`src/rtl/eem16_seq_pkg.sv`:
```
// Shared types and width helpers for the eem16 serial sequence transmitter.
package eem16_seq_pkg;

    typedef enum logic [1:0] {
        S_IDLE = 2'd0,
        S_SEND = 2'd1,
        S_GAP  = 2'd2,
        S_DONE = 2'd3
    } state_t;

    localparam int MAX_WIDTH = 16;
    localparam int MAX_GAP   = 15;

    localparam int CNT_W_MAX = $clog2(MAX_WIDTH + 1);
    localparam int GAP_W_MAX = $clog2(MAX_GAP + 1);

    // Width of a counter able to hold 0..w inclusive.
    function automatic int count_width(input int w);
        return $clog2(w + 1);
    endfunction

    // Gap counter never goes below one bit, even when no gap is configured.
    function automatic int gap_cnt_width(input int g);
        return (g < 1) ? 1 : $clog2(g + 1);
    endfunction

endpackage

```
`src/rtl/eem16_piso.sv`:
```
// WIDTH-bit parallel-in/serial-out shift register, MSB first.
module eem16_piso #(
    parameter int WIDTH = 8
) (
    input  logic             clk,
    input  logic             reset,
    input  logic             load,
    input  logic             shift,
    input  logic [WIDTH-1:0] din,
    output logic             msb,
    output logic             next_msb
);

    logic [WIDTH-1:0] sr;

    always_ff @(posedge clk) begin
        if (reset) begin
            sr <= '0;
        end else if (load) begin
            sr <= din;
        end else if (shift) begin
            sr <= {sr[WIDTH-2:0], 1'b0};
        end
    end

    // next_msb lets the caller register the upcoming symbol in the same edge as the shift.
    assign msb      = sr[WIDTH-1];
    assign next_msb = sr[WIDTH-2];

endmodule

```
`src/rtl/eem16_seq_tx.sv`:
```
// Serial sequence transmitter: shifts a loaded pattern out on the x0 strobe / x1 value pair.
module eem16_seq_tx
    import eem16_seq_pkg::*;
#(
    parameter int WIDTH = 8,
    parameter int GAP   = 0
) (
    input  logic                         clk,
    input  logic                         reset,
    input  logic                         start,
    input  logic [WIDTH-1:0]             data,
    input  logic [$clog2(WIDTH+1)-1:0]   count,
    input  logic                         abort,
    output logic                         x0,
    output logic                         x1,
    output logic                         ready,
    output logic                         done
);

    localparam int CW = count_width(WIDTH);
    localparam int GW = gap_cnt_width(GAP);

    state_t          state;
    logic [CW-1:0]   bits_left;
    logic [GW-1:0]   gap_cnt;
    logic [CW-1:0]   count_clamped;
    logic            accept;
    logic            sr_shift;
    logic            sr_msb;
    logic            sr_next_msb;

    assign count_clamped = (count > CW'(WIDTH)) ? CW'(WIDTH) : count;
    assign accept        = (state == S_IDLE) && start && !abort && (count != '0);
    assign sr_shift      = (state == S_SEND) && !abort;
    assign ready         = (state == S_IDLE);

    eem16_piso #(
        .WIDTH (WIDTH)
    ) u_piso (
        .clk      (clk),
        .reset    (reset),
        .load     (accept),
        .shift    (sr_shift),
        .din      (data),
        .msb      (sr_msb),
        .next_msb (sr_next_msb)
    );

    // x0/x1 are registered with the state so the strobe and value change on the same edge.
    always_ff @(posedge clk) begin
        if (reset) begin
            state     <= S_IDLE;
            x0        <= 1'b0;
            x1        <= 1'b0;
            done      <= 1'b0;
            bits_left <= '0;
            gap_cnt   <= '0;
        end else begin
            case (state)
                S_IDLE: begin
                    done <= 1'b0;
                    if (accept) begin
                        bits_left <= count_clamped;
                        x0        <= 1'b1;
                        x1        <= data[WIDTH-1];
                        state     <= S_SEND;
                    end
                end

                S_SEND: begin
                    if (abort) begin
                        x0    <= 1'b0;
                        x1    <= 1'b0;
                        state <= S_IDLE;
                    end else begin
                        bits_left <= bits_left - CW'(1);
                        if (bits_left == CW'(1)) begin
                            x0    <= 1'b0;
                            x1    <= 1'b0;
                            done  <= 1'b1;
                            state <= S_DONE;
                        end else if (GAP == 0) begin
                            x0 <= 1'b1;
                            x1 <= sr_next_msb;
                        end else begin
                            x0      <= 1'b0;
                            x1      <= 1'b0;
                            gap_cnt <= GW'(GAP);
                            state   <= S_GAP;
                        end
                    end
                end

                S_GAP: begin
                    if (abort) begin
                        state <= S_IDLE;
                    end else if (gap_cnt == GW'(1)) begin
                        x0    <= 1'b1;
                        x1    <= sr_msb;
                        state <= S_SEND;
                    end else begin
                        gap_cnt <= gap_cnt - GW'(1);
                    end
                end

                S_DONE: begin
                    done  <= 1'b0;
                    state <= S_IDLE;
                end

                default: begin
                    x0    <= 1'b0;
                    x1    <= 1'b0;
                    done  <= 1'b0;
                    state <= S_IDLE;
                end
            endcase
        end
    end

endmodule
```
`config.mk`:
```
export PLATFORM = sky130hd
export DESIGN_NAME = eem16_seq_tx
export DESIGN_NICKNAME = d
export VERILOG_FILES = /design/src/rtl/eem16_seq_pkg.sv /design/src/rtl/eem16_piso.sv /design/src/rtl/eem16_seq_tx.sv
export SDC_FILE = /design/constraint.sdc
export NUM_CORES = 1
export LEC_CHECK = 0
export CAP_MARGIN = 10
export CORE_UTILIZATION = 55
export DETAILED_ROUTE_END_ITERATION = 6
export GPL_ROUTABILITY_DRIVEN = 0
export GPL_TIMING_DRIVEN = 1
export PLACE_DENSITY_LB_ADDON = 0.2
export SYNTH_ARGS = -nofsm -noshare
export SYNTH_HDL_FRONTEND = slang
export SYNTH_SLANG_ARGS = --single-unit
```
`constraint.sdc`:
```
create_clock -name clk -period 4.2 [get_ports clk]
set_clock_uncertainty 0.15 [all_clocks]
set_input_delay 0.84 -clock clk [delete_from_list [all_inputs] [get_ports clk]]
set_output_delay 0.84 -clock clk [all_outputs]
set_load 0.01 [all_outputs]
```
After elaboration in Yosys (flattened, before gate mapping)
Cells that the tools add are included.
{"block": "word_totals", "reg_bits": 18, "out_inout_bits": 4, "elab_cells": 67}
{"block": "classes", "n_addsub": 2, "order_cmp": 1, "n_eq_ne": 11, "n_mux": 28, "bitwise_logic": 1, "n_reduce_logical": 17}
{"op": "$mux 8", "n": 2}
{"op": "$mux 1", "n": 13}
{"op": "$mux 4", "n": 3}
{"op": "$mux 2", "n": 5}
{"op": "$reduce_and 3->1", "n": 3}
{"op": "$pmux 2 s4", "n": 1}
{"op": "$pmux 4 s2", "n": 1}
{"op": "$ne 2x2->1 const B", "n": 3}
{"op": "$pmux 1 s3", "n": 2}
{"op": "$reduce_bool 2->1", "n": 3}
{"op": "$eq 2x2->1 const B", "n": 2}
{"op": "$eq 4x1->1 const B", "n": 1}
{"op": "$gt 4x4->1 const B", "n": 1}
{"op": "$logic_and 1x1->1", "n": 4}
{"op": "$ne 2x1->1 const B", "n": 2}
{"op": "$reduce_and 4->1", "n": 1}
{"op": "$reduce_bool 4->1", "n": 1}
{"op": "$sub 4x1->4 const B", "n": 1}
{"op": "$ne 3x2->1 const B", "n": 1}
{"op": "$ne 3x3->1 const B", "n": 1}
{"op": "$reduce_bool 3->1", "n": 1}
{"op": "$eq 2x1->1 const B", "n": 1}
{"op": "$logic_not 2->1", "n": 1}
{"op": "$pmux 1 s2", "n": 1}
{"op": "5 further kinds", "n": 5}

Logic depth before layout (Yosys ltp)
{"block": "logic_depth", "depth_word": 6, "ltp_mapped": 8, "ltp_nobuf": 6}

Modules after synthesis
A second synthesis with hierarchy kept.
{"block": "unflattened", "hier_cells": 121, "area_unflattened_um2": 1062.3}
{"mod": "eem16_seq_tx", "n_inst": 1, "cells_each": 86, "area_per_inst_um2": 693.2}
{"mod": "eem16_piso", "n_inst": 1, "cells_each": 35, "area_per_inst_um2": 369.1}

Least setup slack after synthesis
OpenSTA, ideal clock, no wires.
{"block": "synth_path", "kind": "input -> register", "from": "in abort", "to": "reg done", "setup_time_ns": 0.130, "t_arrival_ns": 1.835, "slack_ns": 2.085, "path_stages": 5, "n_path_buf": 1, "path_cell_list": "buf_2 > or4b_1 > a21oi_1 > mux2i_1 > nor2_1"}
{"block": "synth_between", "elab_chain_cells": 2}
{"element": "start, declared", "line_no": "eem16_seq_tx.sv:13", "text": "input logic abort,"}
{"element": "$ne 2x2->1 (no line)"}
{"element": "$reduce_and 3->1 (no line)"}
{"element": "end signal, assigned", "line_no": "eem16_seq_tx.sv:55", "text": "done <= 1'b0;"}
{"element": "end signal, assigned", "line_no": "eem16_seq_tx.sv:61", "text": "done <= 1'b0;"}
{"element": "end signal, assigned", "line_no": "eem16_seq_tx.sv:80", "text": "done <= 1'b1;"}
{"element": "end, declared", "line_no": "eem16_seq_tx.sv:17", "text": "output logic done"}
No other way between the ends.
A chain may end at the register's enable or synchronous reset.

Worst setup path after layout
{"block": "layout_path", "from": "reg state[0]", "to": "out ready"}
{"block": "layout_between", "elab_chain_cells": 1}
{"element": "start, declared", "line_no": "eem16_seq_tx.sv:23", "text": "state_t state;"}
{"element": "start signal, assigned", "line_no": "eem16_seq_tx.sv:52", "text": "state <= S_IDLE;"}
{"element": "start signal, assigned", "line_no": "eem16_seq_tx.sv:66", "text": "state <= S_SEND;"}
{"element": "start signal, assigned", "line_no": "eem16_seq_tx.sv:74", "text": "state <= S_IDLE;"}
{"element": "$logic_not 2->1", "line_no": "eem16_seq_tx.sv:35", "text": "assign ready = (state == S_IDLE);"}
{"element": "end, declared", "line_no": "eem16_seq_tx.sv:16", "text": "output logic ready,"}
No other way between the ends.

==> results.yml <==
grt:
  grt_pass1_wl_um: 3440
  grtUsageTotal_pct: 22.2
  grt_max_degree: 17
  overflow: 0
  grt_pass1_vias: 856
  antenna_found_initial: 0
pwr:
  power_density_nw_per_um2: 340
  switching_share_pct: 30.1
  irDropWorstVdd_uv: 265
  intPower_mw: 0.305
  switching_power_mw: 0.132
  power.leakage_nw: 0.518
  power_frac_comb_pct: 30.1
  seqPwrFrac_pct: 45.1
  p_clk_share_pct: 24.8
  total_power_mw: 0.437
routing:
  drt-pass1-iter-count: 4
  vias: 918
  wl_met1_um: 943
  highest_layer: "met4"
  drtIter0Drc: 24
  wire_per_inst_um: 12.5
  route.detailed.drc: 0
  via_per_inst: 5.63
  route.met3.wl_um: 52
  dr_wl_met2_um: 1010
  routed_wirelength_um: 2030
  postRouteAntennaNets: 0
floorplanning:
  die_w_um: 46.4
  io_pins: 20
  design.die.area_um2: 2150
  core_um2: 1780
  rows: 15
  die_h_um: 46.4
  initial_core_util_pct: 60.7
clock_network:
  htree_levels: 1
  cts_setup_buffers: 0
  cts_max_path_buffers: 2
  numCtsBuffers: 3
  worstSkewPairLatency_ns: 0.29
  clock-sinks: 18
  cts_tree: "done"
  hold_buffers: 0
  ctsResizeCount: 0
  cts_root_buf: "clkbuf_4"
  path_clk_slew_ns: 0.11
logic_synthesis:
  synth_edf_count: 0
  synth-async-reset-ratio_pct: 0
  syn_avg_cell_area_um2: 8.87
  syn_inst: 122
  synth_top_flop_cell: "dfxtp_1"
  mappedNetlistArea_um2: 1080
  synth_fp_nets: 143
  yosysUniqueCellTypes: 40
  ys_seq_elements: 18
  ys_warn_count: 0
  seq_area_frac_synth_pct: 33.3
placed_design:
  hpwl_um: 1510
  io_buffers: 19
sta:
  hold_violations: 0
  fmax_mhz: 379
  drv_slew: 0
  period_needed_ns: 2.64
  max-slew-margin-rel_pct: 57.1
  fin_setup_tns_ns: 0
  post-route-period-util_pct: 62.8
  setup_viol: 0
  worstMarginPinSlew_ns: 0.642
  rsz0062_at_grt: "false"
setup_path:
  path_max_fanout: 7
  rr_worst_depth: 6
  cp-startpoint: "state[0]"
  start_kind: "flip-flop"
  crit_type: "reg2out"
  endpoint: "ready"
  endpoint_kind: "primary output"
  cp.required_ns: 3.21
  r2r-end: "x1"
  cp.arrival_ns: 1.65
  rrSetupSlack_ns: 2.02
  reg2reg_from: "state[1]"
cells_and_area:
  final_common_cell: "clkdlybuf4s50_1"
  layout.nets: 160
  syn2layout_area_growth_pct: 19.0
  final_cell_mix: "19 x clkdlybuf4s50_1, 18 x dfxtp_1, 13 x nor2_1"
  drive_gt1_share_pct: 8.70
  diodes: 0
min_path:
  hold_start: "state[1]"
  hold_class: "reg2reg"
run:
  drv_cap: 0
outcome:
  status: "finished clean"
## flip-flops by register name (all words and copies together), names as in the netlist
| name | cells |
|---|---|
| done | 1 |
| x0 | 1 |
| state | 2 |
| u_piso.sr | 8 |
| x1 | 1 |
| bits_left | 4 |
| gap_cnt | 1 |
## layout make-up
| cell class | count | area (µm²) |
|---|---|---|
| tap | 25 | 31.3 |
| clock buffer | 4 | 36.3 |
| inverter | 9 | 33.8 |
| multi-input combinational | 88 | 636 |
| timing repair buffer | 19 | 190 |
| sequential | 18 | 360 |
| fill | 148 | 495 |
## kinds of logic after synthesis
logic type | share of synthesized area [%]
AO/OA/AOI/OAI | 24.9
AND/OR/NAND/NOR | 20.7
flip-flops | 33.3
buffers and inverters | 7.98
multiplexers | 7.40
adder cells (fa/ha/maj) | 5.78
## how the worst min path moves through the flow
| stage | slack, ns | endpoint | depth (start not counted) |
|---|---|---|---|
| 6_report | 0.35 | state[1] | 2 |
| 5_1_grt | 0.40 | gap_cnt | 2 |
| 4_1_cts | 0.35 | state[1] | 2 |
| 3_5_place_dp | 0.34 | state[1] | 2 |
| 3_3_place_gp | 0.31 | gap_cnt | 2 |
| 2_1_floorplan | 0.30 | gap_cnt | 2 |
## power by group through the flow
stage	Sequential, mW	Clock (mW)	Combinational, mW
after floorplan	0.201	0	0.0914
final	0.197	0.108	0.131
after global placement	0.201	0	0.127
after CTS	0.197	0.110	0.132
after detailed placement	0.201	0	0.131
after global routing	0.199	0.116	0.145
## cells in the mapped netlist (2+ instances only)
master    count  area [µm²]
o211ai_1      2        15.0
nor2_1       13        48.8
nor2_2        2        12.5
o21ai_0       7        35.0
clkbuf_1      3        11.3
a21o_1        2        15.0
buf_2         2        10.0
mux2i_1       8        80.1
ha_1          5        62.6
nand2b_1      2        12.5
a211oi_1      5        37.5
nor3b_1       3        22.5
a211oi_2      2        25.0
o31a_1        2        17.5
a21oi_1       8        40.0
inv_1         9        33.8
nand2_1       6        22.5
nor2b_1       2        12.5
dfxtp_1      18         360
## layer usage
layer,vias to the layer above,global-route usage (%)
met3,4,2.35
li1,469,-
met4,0,8.82
met2,17,36.9
met5,-,0
met1,428,29.0
## through the flow
stage	worst slack, ns	cell area, µm²	cells	hold WS [ns]	util [%]
6_report	1.56	1290	163	0.350	72.2
5_1_grt	1.48	1290	163	0.397	72.2
4_1_cts	1.55	1290	163	0.350	72.2
3_5_place_dp	1.39	1250	159	0.337	70.2
3_3_place_gp	1.46	1250	159	0.312	70.2
2_1_floorplan	2.08	1080	122	0.302	-
## worst max-delay path: stages, from the launching register on
cell             delay [ns]
dfxtp_1                0.33
inv_1                  0.09
ha_1                   0.34
clkdlybuf4s50_1        0.60
Note: power is estimated with default switching activity, not from simulation.
